===== src/rtl/imm_narrow_serializer.sv =====
// imm_narrow_serializer
// Encodes 16-bit constants as 8-bit immediate bytes. A value that equals the
// sign extension of its low byte goes out as one SHORT byte. Any other value
// goes out as a HIGH byte followed by a LOW byte. Counters record how many
// values took each encoding.
//
// Handshake: a transfer happens on a rising edge where valid && ready are both
// high. in_ready depends only on state. out_valid, out_byte, out_kind and
// out_last come from registers or state. Nothing combinational runs from
// in_* or out_ready to any output. While out_valid && !out_ready, the
// presented byte stays stable and the FSM holds.
//
// IN_W must equal 2*OUT_W.
module imm_narrow_serializer #(
    parameter int IN_W  = 16,
    parameter int OUT_W = 8,
    parameter int CNT_W = 16
) (
    input  logic             clk,
    input  logic             rst_n,
    input  logic             in_valid,
    output logic             in_ready,
    input  logic [IN_W-1:0]  in_value,
    output logic             out_valid,
    input  logic             out_ready,
    output logic [OUT_W-1:0] out_byte,
    output logic [1:0]       out_kind,
    output logic             out_last,
    output logic [CNT_W-1:0] short_cnt,
    output logic [CNT_W-1:0] long_cnt
);

    typedef enum logic [1:0] {
        IDLE       = 2'd0,
        EMIT_SHORT = 2'd1,
        EMIT_HI    = 2'd2,
        EMIT_LO    = 2'd3
    } state_t;

    localparam logic [1:0] KIND_SHORT = 2'b00;
    localparam logic [1:0] KIND_HIGH  = 2'b01;
    localparam logic [1:0] KIND_LOW   = 2'b10;

    state_t          state;
    state_t          state_nxt;
    logic [IN_W-1:0] hold;
    logic [1:0]      kind_q;
    logic            last_q;
    logic            accept;
    logic            fits;

    assign in_ready  = (state == IDLE);
    assign out_valid = (state != IDLE);
    assign accept    = in_valid && in_ready;

    // The top IN_W-OUT_W+1 bits must be all equal. Then the low byte's sign
    // bit reproduces every upper bit.
    assign fits = (&in_value[IN_W-1:OUT_W-1]) || (~|in_value[IN_W-1:OUT_W-1]);

    // In EMIT_HI the byte is the high half of the held value. Every other
    // state shows the low half. This keeps the last SHORT/LOW byte visible
    // after the return to IDLE, and the byte reads 0 after reset.
    assign out_byte = (state == EMIT_HI) ? hold[IN_W-1:OUT_W] : hold[OUT_W-1:0];
    assign out_kind = kind_q;
    assign out_last = last_q;

    // State register
    always_ff @(posedge clk or negedge rst_n) begin
        if (!rst_n) begin
            state <= IDLE;
        end else begin
            state <= state_nxt;
        end
    end

    // Next-state logic: accept in IDLE, advance only when the byte is taken
    always_comb begin
        state_nxt = state;
        case (state)
            IDLE: begin
                if (accept) begin
                    state_nxt = fits ? EMIT_SHORT : EMIT_HI;
                end
            end
            EMIT_SHORT: begin
                if (out_ready) state_nxt = IDLE;
            end
            EMIT_HI: begin
                if (out_ready) state_nxt = EMIT_LO;
            end
            EMIT_LO: begin
                if (out_ready) state_nxt = IDLE;
            end
            default: state_nxt = IDLE;
        endcase
    end

    // Holding register and kind/last flags, loaded on accept and on HI->LO
    always_ff @(posedge clk or negedge rst_n) begin
        if (!rst_n) begin
            hold   <= '0;
            kind_q <= KIND_SHORT;
            last_q <= 1'b0;
        end else if (accept) begin
            hold   <= in_value;
            kind_q <= fits ? KIND_SHORT : KIND_HIGH;
            last_q <= fits;
        end else if (state == EMIT_HI && out_ready) begin
            kind_q <= KIND_LOW;
            last_q <= 1'b1;
        end
    end

    // Encoding statistics, bumped on the accept edge, wrapping on overflow
    always_ff @(posedge clk or negedge rst_n) begin
        if (!rst_n) begin
            short_cnt <= '0;
            long_cnt  <= '0;
        end else if (accept) begin
            if (fits) begin
                short_cnt <= short_cnt + 1'b1;
            end else begin
                long_cnt <= long_cnt + 1'b1;
            end
        end
    end

endmodule


===== config.mk =====
export PLATFORM = sky130hd
export DESIGN_NAME = imm_narrow_serializer
export DESIGN_NICKNAME = d
export VERILOG_FILES = /design/src/rtl/imm_narrow_serializer.sv
export SDC_FILE = /design/constraint.sdc
export NUM_CORES = 1
export LEC_CHECK = 0
export BUFFER_PORTS_ARGS = -buffer_cell sky130_fd_sc_hd__buf_2
export CORE_ASPECT_RATIO = 1.1
export CORE_MARGIN = 3
export CORE_UTILIZATION = 53
export CTS_CLUSTER_SIZE = 16
export DETAILED_ROUTE_END_ITERATION = 8
export PLACE_DENSITY = 0.8
export RECOVER_POWER = 100
export SLEW_MARGIN = 25
export SYNTH_ARGS = -nofsm -noshare
export SYNTH_HDL_FRONTEND = slang
export SYNTH_SLANG_ARGS = --single-unit
export TNS_END_PERCENT = 5

===== constraint.sdc =====
create_clock -name clk -period 2.1 [get_ports clk]
set_input_delay 0.42 -clock clk [delete_from_list [all_inputs] [get_ports clk]]
set_output_delay 0.42 -clock clk [all_outputs]
set_load 0.02 [all_outputs]

==> results of run 1 <==
per-stage QoR:
step | hold WS, ps | power (mW)
5_1_grt | 301 | 3.21
3_3_place_gp | 404 | 2.44
3_5_place_dp | 404 | 2.48
2_1_floorplan | 124 | 2.10
4_1_cts | 74.8 | 3.03
6_report | 279 | 3.00
what timing repair did:
item | 4_1_cts | 5_1_grt
setup endpoints to repair | 8 | 4
hold buffers | 0 | 0
resized for setup | 1 | 2
pin swaps | 0 | 0
where the power goes:
part,switching (mW),total [mW],internal [mW]
sequential,0.154,1.39,1.24
clock,0.302,0.539,0.237
combinational,0.637,1.07,0.435
sequential cells by signal (all words and copies together), names as in the netlist:
signal	flops
hold	16
long_cnt	16
short_cnt	16
out_kind	2
state	2
out_last	1
metal layers:
| layer | track usage | share of wire | up-vias | wire, µm |
|---|---|---|---|---|
| met5 | 0 | 0 | - | 0 |
| met4 | 0.0627 | 0.010 | 0 | 60 |
| met3 | 0.0430 | 0.062 | 5 | 355 |
| met2 | 0.364 | 0.48 | 74 | 2770 |
| met1 | 0.288 | 0.45 | 1044 | 2560 |
| li1 | - | - | 1041 | - |
Yosys cell counts (4+ instances only):
master                      instances  area share
sky130_fd_sc_hd__inv_1              5      0.0073
sky130_fd_sc_hd__nand4_1           12       0.029
sky130_fd_sc_hd__nor4_1            12       0.029
sky130_fd_sc_hd__clkbuf_1          11       0.016
sky130_fd_sc_hd__o2111ai_1          5       0.017
sky130_fd_sc_hd__nand2_1           61       0.089
sky130_fd_sc_hd__nor3_1             7       0.014
sky130_fd_sc_hd__and3_1             5       0.012
sky130_fd_sc_hd__dfrtp_1           53        0.52
sky130_fd_sc_hd__nand3_1            9       0.018
sky130_fd_sc_hd__xnor2_1            8       0.027
sky130_fd_sc_hd__xor2_1            22       0.075
sky130_fd_sc_hd__a21oi_1            4      0.0078
sky130_fd_sc_hd__mux2_2            10       0.044
final cells by class:
| class | instances | area (µm²) | area share |
|---|---|---|---|
| inverter | 5 | 18.8 | 0.00605 |
| sequential | 53 | 1330 | 0.428 |
| clock buffer | 8 | 80.1 | 0.0258 |
| timing repair buffer | 79 | 419 | 0.135 |
| tap | 54 | 67.6 | 0.0218 |
| multi-input combinational | 184 | 1190 | 0.384 |
worst paths after layout:
| kind | start | endpoint | cells past startpoint | slack [ps] |
|---|---|---|---|---|
| max | state[0] | short_cnt[10] | 4 | 130 |
| min | rst_n | long_cnt[11] | 1 | 280 |
| max reg2reg | state[0] | short_cnt[10] | 4 | 130 |
| min reg2reg | long_cnt[15] | long_cnt[15] | 1 | 480 |
| max in group asynchronous | rst_n | hold[8] | 2 | 650 |
| min in group clk | in_value[5] | hold[5] | 3 | 310 |
logic make-up (layout without fill, tap and decap cells):
logic type      count (synthesis)  in the layout  synth area share
compound gates                 17             17            0.0550
xor+xnor                       30             30             0.102
fa+ha+maj                       2              2           0.00974
buf+inv                        19             92            0.0297
flops                          53             53             0.516
mux                            10             10            0.0438
simple gates                  125            125             0.243
==> metrics list, run 1 <==
* Result of the run: complete, no violations
- Number of antenna violations at the first check in global routing: 0
* Post-CTS Setup Repair Bufs: 0
- Worst hold-check path type: input pin to asynchronous set/reset pin
- Cell Chain, Critical Path: or3b_1, or4_1, a2111oi_4, xnor2_1
- Leak Pwr: 1.65 nW
- Relative area change from synthesis to final layout: 20.7%
* Dpl ws: 62.5 ps
- Layout cells sized above 1: 0.289
- A synthesized cell averages 10.0 µm².
- Fin nets: 350
* Top_reg_cell synth: sky130_fd_sc_hd__dfrtp_1
- After detailed routing, the number of vias per cell comes to 5.65.
- The cell count after synthesis came out at 256.
- The count of final hold-check violations was 0.
- Port buffer count: 64
* CP max-delay cell: sky130_fd_sc_hd__or4_1
- Sum of routed wire length over all layers: 5.74 mm
- Least-Margin Pin Slew: 1050 ps
- Setup violations remaining at the end of the flow were counted as 0.
- Summing all non-filler instances in the final layout gives an area of 3100 µm².
- Floorplan die area: 5720 µm²
- In the layout the commonest cells are sky130_fd_sc_hd__nand2_1, sky130_fd_sc_hd__buf_2, sky130_fd_sc_hd__dfrtp_1.
- The worst setup path is captured at a flop.
* Synth Net Count: 278
- Fill cells in the final layout number 383.
- Buffer type at the clock tree root: sky130_fd_sc_hd__clkbuf_8
- The H-tree was split into 2 levels.
- Of the synthesized area, sequential elements account for 0.516.
* Max-slew violations: 0
* Horizontal extent of the die: 72.4 µm
- During I/O placement, the number of pins put on the boundary was 65.
- Number of buffers between clock root and the deepest sink: 2
- Counting flops and latches in the post-synthesis netlist gives 53.
* Final TNS setup: 0 ps
* Average wire per cell in the routed design: 15.0 µm
- The initial utilization of the core area, before any placement, comes to 0.574.
- The worst setup path is launched from a flop.
- Based on the critical path, the design can be clocked at up to 0.509 GHz.
- The floorplan step set the die height to 79.0 µm.
* Core utilization of the finished layout: 0.693
- For this run, the number of Yosys warnings is 0.
- Remaining DRCs: 0
* Max rail drop VDD: 0.000644 V
- Summed over all layers, the global routing overflow is 0.
* Worst clock skew on the final layout: 6.27 ps
- Crit share post-route: 0.936
* Required time of the worst setup path: 2330 ps
- Critical-path maximum fanout: 8
- The first detailed-routing pass ran for 4 iterations.
* Post-Place Cells: 375
- TritonCTS clock tree: done
- The tool flagged a number of max-cap violations equal to 0.
* Final period demand of the worst path: 1970 ps
- Number of global-route vias before repair: 2083
* Number of buffers created by CTS: 5
- RSZ-0062 raised after global routing: false
- Counting flops with a built-in enable in the synthesized netlist gives 0.
- Largest net degree at the start of global routing: 25
- In this run the tightest slew margin relative to its limit is 0.297.
* Post-route insts no fill: 383
- Total buffers and inverters traversed by the critical path: 0
- Summing every instance area after synthesis gives 2570 µm².
- The clock reaches the later pin of the worst-skew pair after 300 ps.
* Data arrival at the endpoint of the critical path: 2200 ps
- Delay of the slowest critical-path stage: 600 ps
* Number of placement rows: 25
- The clock drives 53 sinks.
* Crit Path Class: flop to flop
* Global routing usage summed across all routing layers: 0.218
- At the end of routability-driven placement, the weighted congestion stood at 0.838.
* Cell area power density: 968 nW/µm²
- Vias: 2164
- First DRT Iteration DRCs: 239
- In this run the remaining antenna-violating nets after routing total 0.
- Clock Pin Slew Worst Setup and Hold Paths: 90 ps
* Async set-or-reset flop fraction in the synthesized netlist: 1.00
- Among cell families on the critical path, the largest total delay comes from simple AND/OR/NAND/NOR gates.
- In this run the cell area measured after placement is 3030 µm².
- Worst Slack Setup Final: 134 ps
- Unique masters post-synth: 35
- Number of inserted diodes: 0
- Detailed placement finished with a half-perimeter wire length of 4.30 mm.
- The floorplan step defined a core boundary enclosing 4470 µm².
- The first global-routing pass estimated 9.88 mm of wire.
Note: power is estimated with default switching activity, not from simulation.
==> run 2, diff against run 1 <==
- CORE_MARGIN: 3 -> unset
- MAX_ROUTING_LAYER: unset -> met4
- SKIP_CTS_REPAIR_TIMING: unset -> 1
==> run 2 against run 1 <==
Clock-buffer cell count shrank 3. Utilization shrank 2.9 points. Worst setup slack lost 40 ps. First-iteration DRC count shrank 57%. Final cell count is the same. Combinational power is essentially flat. Clock skew is essentially flat. Critical path depth grew 1. Wire length shrank 5.5%. Sequential power is essentially flat. Global-route usage grew 1.8 points. Sequential cell count is the same.
==> metrics list, run 2 (synthesis results as in run 1) <==
- The number of levels in the clock H-tree was 2 (unchanged).
* Delay of the slowest critical-path stage: 400 ps (was 600 ps)
- The final-layout worst hold slack is 293 ps (was 279 ps).
- The worst supply voltage drop on vdd came to 0.000701 V (was 0.000644 V).
- Most frequent cells in the layout: sky130_fd_sc_hd__nand2_1, sky130_fd_sc_hd__dfrtp_1, sky130_fd_sc_hd__clkbuf_1 (was sky130_fd_sc_hd__nand2_1, sky130_fd_sc_hd__buf_2, sky130_fd_sc_hd__dfrtp_1).
- The detailed-placement wirelength estimate came to 3.86 mm (was 4.30 mm).
- The gate family responsible for the most delay along the worst path was buffers and inverters (was simple AND/OR/NAND/NOR gates).
* Global Route met3 Usage: 0.0455 (was 0.0430)
- Largest regs: hold: 16 flops, long_cnt: 16 flops, short_cnt: 16 flops (unchanged)
- The number of antenna diodes came to 0 (unchanged).
- Cell area power density: 1020 nW/µm² (was 968 nW/µm²)
* Dpl ws: 31.1 ps (was 62.5 ps)
- The via count came to 2144 (was 2164).
- Worst clock skew on the final layout: 6.24 ps (was 6.27 ps)
* Sum of routed wire length over all layers: 5.43 mm (was 5.74 mm)
* Port buffer count: 64 (unchanged)
- Final Setup Violations: 0 (unchanged)
- Number of buffers created by CTS: 5 (unchanged)
* Clock Sink Count: 53 (unchanged)
- The number of max-cap violations is 0 (unchanged).
- The type of the worst min-delay path was input pin to flop (was input pin to asynchronous set/reset pin).
- TritonRoute pass-1 iters: 4 (unchanged)
* Cell Chain, Critical Path: buf_4, nand2b_4, buf_6, mux2_2, buf_2 (was or3b_1, or4_1, a2111oi_4, xnor2_1)
- Leak Pwr: 1.54 nW (was 1.65 nW)
- Number of logic stages on the critical path including buffering: 5 (was 4)
* First DRT Iteration DRCs: 103 (was 239)
- Horizontal extent of the die: 68.4 µm (was 72.4 µm)
- The path type of the worst setup path was flop to output pin (was flop to flop).
* Worst setup path endpoint: out_byte[4] (was short_cnt[10])
- Worst Slack Setup Final: 93.6 ps (was 134 ps)
* CP max-delay cell: sky130_fd_sc_hd__dfrtp_1 (was sky130_fd_sc_hd__or4_1)
* Layout cells sized above 1: 0.208 (was 0.289)
- Number of buffers between clock root and the deepest sink: 2 (unchanged)
- The met1 capacity usage during global routing is 0.305 (was 0.288).
- Largest net degree at the start of global routing: 54 (was 25)
- The net count reported at finish came to 348 (was 350).
* Remaining max-slew budget at the tightest pin: 0.161 (was 0.297)
* Max-slew violations: 0 (unchanged)
- The reg-to-reg startpoint was state[0] (unchanged).
* Kind of end point of the critical path: output pin (was flop)
- CP Launch Point: state[1] (was state[0])
* Least-Margin Pin Slew: 1260 ps (was 1050 ps)
* Crit share post-route: 0.955 (was 0.936)
- The clock edge transition at the registers on the reported setup and hold paths is 100 ps (was 90 ps).
- Remaining DRCs: 0 (unchanged)
- The sum of buffers and inverters on the critical path was 3 (was 0).
- The core area is 4650 µm² (was 4470 µm²).
- Met2 Use GR: 0.377 (was 0.364)
- Leaving out fill and tap cells, the most frequent cell in the layout is sky130_fd_sc_hd__nand2_1.
- The floorplan die area was 5130 µm² (was 5720 µm²).
- The maximum operating frequency came to 0.498 GHz (was 0.509 GHz).
* R2R Path End: long_cnt[1] (was short_cnt[10])
- The maximum fanout along the worst path is 6 (was 8).
- The register-to-register setup slack was 130 ps (about the same).
* Path depth of the worst reg2reg path: 4 (unchanged)
* Global routing usage summed across all routing layers: 0.237 (was 0.218)
* Result of the run: complete, no violations (unchanged)
- The count of final hold-check violations is 0 (unchanged).
- The vertical die dimension came to 75.0 µm (was 79.0 µm).
* Sequential Area: 1330 µm² (about the same)
* Average wire per cell in the routed design: 14.2 µm (was 15.0 µm)
* Buffer type at the clock tree root: sky130_fd_sc_hd__clkbuf_8 (unchanged)
* Remaining global-route overflow: 0 (unchanged)
* Final Total Pwr: 3.15 mW (was 3.00 mW)
- # fillers: 404 (was 383)
- The endpoint arrival time on the critical path is 1590 ps (was 2200 ps).
- Total area of multi-input combinational cells: 1190 µm² (about the same)
- Post-route antenna net violation count: 0 (unchanged)
* TritonCTS clock tree: done (unchanged)
- Via-to-Cell Ratio: 5.60 (was 5.65)
- The via count of the first global-routing pass came to 1913 (was 2083).
* Kind of launch point of the worst setup path: flop (unchanged)
* Relative area change from synthesis to final layout: 20.4% (was 20.7%)
- The number of antenna violations at the first check in global routing is 0 (unchanged).
- Busiest layer in global routing: met2 (unchanged)
* Source-to-sink clock delay at the later pin of the worst-skew pair: 310 ps (was 300 ps)
- RSZ-0062 raised after global routing: false (unchanged).
- The I/O pin total was 65 (unchanged).
- Required time of the worst setup path: 1680 ps (was 2330 ps)
- The wire length of the first global-routing pass is 8.76 mm (was 9.88 mm).
* Final period demand of the worst path: 2010 ps (was 1970 ps)
* Number of placement rows: 26 (was 25)
- Initial cell density of the core: 0.552 (was 0.574)
* RD Place Congestion: 0.873 (was 0.838)
==> run 2: worst register-to-register path, cell delays in order, from the launching register on <==
cell                       delay [ps]
sky130_fd_sc_hd__dfrtp_2          450
sky130_fd_sc_hd__or3b_1           400
sky130_fd_sc_hd__clkbuf_2         310
sky130_fd_sc_hd__nor3_2           330
sky130_fd_sc_hd__mux2_2           380
==> run 2: through the flow <==
step,instance area [µm²],TNS [ps],util,instances
detailed placement,3010,0,0.647,375
global placement,3010,0,0.647,375
CTS,3120,-252,0.671,383
floorplan,2570,0,-,256
finish,3090,0,0.665,383
global route,3090,0,0.665,383
==> run 2: routing by layer <==
layer	share of wire	up-vias
met4	0.013	0
met1	0.45	1037
met3	0.044	8
met2	0.50	62
li1	-	1037
met5	0	-
==> run 2: how the worst min path moves through the flow <==
stage	startpoint	endpoint	slack [ps]	cells after the start
CTS	rst_n	long_cnt[13]	240	2
floorplan	rst_n	hold[0]	120	0
finish	in_value[1]	hold[1]	290	3
global placement	long_cnt[15]	long_cnt[15]	450	1
detailed placement	short_cnt[15]	short_cnt[15]	460	1
global route	in_value[3]	hold[3]	300	3
==> run 2: where the power goes <==
part           internal (mW)  switching (mW)
sequential              1.24           0.160
clock                  0.358           0.344
combinational          0.426           0.620
==> run 2: cell type report <==
cell class | count | share of cell area
Sequential cell | 53 | 0.429
Multi-Input combinational cell | 184 | 0.386
Timing Repair Buffer | 77 | 0.120
Tap cell | 56 | 0.0227
Clock buffer | 5 | 0.0222
Clock inverter | 3 | 0.0142
Inverter | 5 | 0.00607
==> run 3, diff against run 2 <==
- REMOVE_ABC_BUFFERS: unset -> 1
==> run 3 against run 2 <==
The flow now finishes with violations (capacitance limit). Global-route usage rose by 0.38 points. Final cell count decreased by 0.26%. Clock skew is essentially flat. Critical path type is now flop to flop. Critical endpoint is now short_cnt[10]. Largest power group unchanged. Highest routed layer unchanged.
==> metrics list, run 3 (synthesis results as in run 1) <==
- Instance area after placement: 3010 µm² (about the same)
- The number of endpoints failing setup at the final stage was 0 (unchanged).
* Largest net degree at the start of global routing: 28 (was 54)
- Crit share post-route: 0.942 (was 0.955)
- Fin nets: 347 (was 348)
- The post-route non-filler standard cell count is 382 (was 383).
* Required time of the worst setup path: 2330 ps (was 1680 ps)
- Clock Sink Count: 53 (unchanged)
* Max H-tree Level: 2 (unchanged)
- Final period demand of the worst path: 1980 ps (was 2010 ps)
- Buffer type at the clock tree root: sky130_fd_sc_hd__clkbuf_8 (unchanged)
* RSZ-0062 raised after global routing: false (unchanged)
- The I/O pin total came to 65 (unchanged).
- The final reports fail on capacitance limit.
* Global routing usage summed across all routing layers: 0.241 (was 0.237)
- The detailed-placement wirelength estimate was 3.98 mm (was 3.86 mm).
- The final RePlAce weighted congestion came to 0.834 (was 0.873).
- The TritonCTS clock tree is done (unchanged).
* Vias: 2112 (was 2144)
- The startpoint of the tightest hold check path is in_value[2] (was in_value[1]).
- Startpoint of the worst register-to-register path: state[0] (unchanged)
- Result of the run: complete, but fails checks (was complete, no violations).
* Port buffer count: 64 (unchanged)
* Worst clock skew on the final layout: 6.20 ps (was 6.24 ps)
- Die Height: 75.0 µm (unchanged)
- Path depth of the worst reg2reg path: 4 (unchanged)
- The type of destination of the critical path is a flop (was output pin).
- The fraction of layout cells with a size suffix above 1 came to 0.175 (was 0.208).
- Number of buffers between clock root and the deepest sink: 2 (unchanged)
- Kind of launch point of the worst setup path: flop (unchanged)
- The floorplan row count is 26 (unchanged).
* Clock Pin Slew Worst Setup and Hold Paths: 100 ps (about the same)
- Cell area power density: 1020 nW/µm² (about the same)
- The core area is 4650 µm² (unchanged).
- The routed length per instance was 14.3 µm (was 14.2 µm).
- Largest regs: hold: 16 flops, long_cnt: 16 flops, short_cnt: 16 flops (unchanged)
- The max-slew violation count was 0 (unchanged).
* Number of inserted diodes: 0 (unchanged)
- Crit Path Class: flop to flop (was flop to output pin)
* Leak Pwr: 1.51 nW (was 1.54 nW)
- The average via count per standard cell was 5.53 (was 5.60).
- Number of antenna violations at the first check in global routing: 0 (unchanged)
- Post-Place Cells: 374 (was 375)
- The final antenna-violating net count was 0 (unchanged).
- The type of the worst min-delay path is input pin to flop (unchanged).
- Max rail drop VDD: 0.000409 V (was 0.000701 V)
- Source-to-sink clock delay at the later pin of the worst-skew pair: 300 ps (was 310 ps)
- The utilization after layout came to 0.659 (was 0.665).
- The maximum operating frequency was 0.506 GHz (was 0.498 GHz).
* Post-route cell area: 3070 µm² (was 3090 µm²)
- The final wirelength came to 5.47 mm (was 5.43 mm).
- The initial cell density of the core is 0.552 (unchanged).
- The headroom to the max-slew limit was 0.000413 (was 0.161).
- The startpoint of the most critical setup path is state[0] (was state[1]).
- The number of filler instances in the final layout was 405 (was 404).
- The DRC violation total after the first TritonRoute iteration was 83 (was 103).
* Remaining global-route overflow: 0 (unchanged)
* Relative area change from synthesis to final layout: 19.4% (was 20.4%)
- The overall die width is 68.4 µm (unchanged).
- Floorplan die area: 5130 µm² (unchanged)
- The wire length of the first global-routing pass was 8.94 mm (was 8.76 mm).
- The number of clock buffers inserted by TritonCTS came to 5 (unchanged).
- Final hold vios: 0 (unchanged)
- The endpoint arrival time on the critical path was 2200 ps (was 1590 ps).
- Worst Hold Path Cells: 3 (unchanged)
* MaxCap Viol Count: 1 (was 0)
- Critical-path maximum fanout: 8 (was 6)
- The slew at the pin closest to its max-slew limit was 1500 ps (was 1260 ps).
- Final Total Pwr: 3.14 mW (was 3.15 mW)
* Remaining DRCs: 0 (unchanged)
* Number of global-route vias before repair: 1931 (was 1913)
* Most frequent cells in the layout: sky130_fd_sc_hd__nand2_1, sky130_fd_sc_hd__dfrtp_1, sky130_fd_sc_hd__clkbuf_1 (unchanged)
* Most common cell after layout, fill and taps aside: sky130_fd_sc_hd__nand2_1 (unchanged)
* TritonRoute pass-1 iters: 4 (unchanged)
[run 3: critical path, stage by stage, from the launching register on]
cell and delay, ps:
sky130_fd_sc_hd__dfrtp_1 390, sky130_fd_sc_hd__or3b_1 390, sky130_fd_sc_hd__or4_1 590, sky130_fd_sc_hd__a2111oi_2 390, sky130_fd_sc_hd__xnor2_1 150
[run 3: metrics by stage]
| stage | setup slack, ps | hold WS [ps] | setup TNS [ps] |
|---|---|---|---|
| after floorplan | -1340 | 124 | -35160 |
| after global placement | 66.6 | 453 | 0 |
| after detailed placement | 19.3 | 459 | 0 |
| after CTS | -65.3 | 142 | -463 |
| after global routing | 14.7 | 324 | 0 |
| final | 123 | 303 | 0 |
[run 3: cell type report]
class                      instances  area (µm²)  area share
timing repair buffer              76         362       0.118
inverter                           5        18.8     0.00612
tap                               56        70.1      0.0228
clock inverter                     2        37.5      0.0122
multi-input combinational        184        1170       0.382
clock buffer                       6        82.6      0.0269
sequential                        53        1330       0.432
[run 3: path summary, 6_finish.rpt]
check                           endpoint  slack, ps
setup / recovery           short_cnt[10]        120
hold / removal                   hold[2]        300
setup reg to reg           short_cnt[10]        120
hold reg to reg                 hold[15]        480
max in group asynchronous       state[0]        750
min in group asynchronous        hold[5]        460
[run 3: routing by layer]
metal | routed length (µm) | share of wire | global-route usage | vias up
li1 | - | - | - | 1030
met1 | 2530 | 0.46 | 0.320 | 1020
met2 | 2660 | 0.49 | 0.378 | 55
met3 | 202 | 0.037 | 0.0379 | 7
met4 | 78 | 0.014 | 0.0741 | 0
met5 | 0 | 0 | - | -
[run 3: report_power, final]
group	leakage, nW	switching [mW]	internal, mW	total (mW)
clock	0.0574	0.328	0.388	0.716
sequential	0.691	0.146	1.24	1.38
combinational	0.760	0.632	0.411	1.04
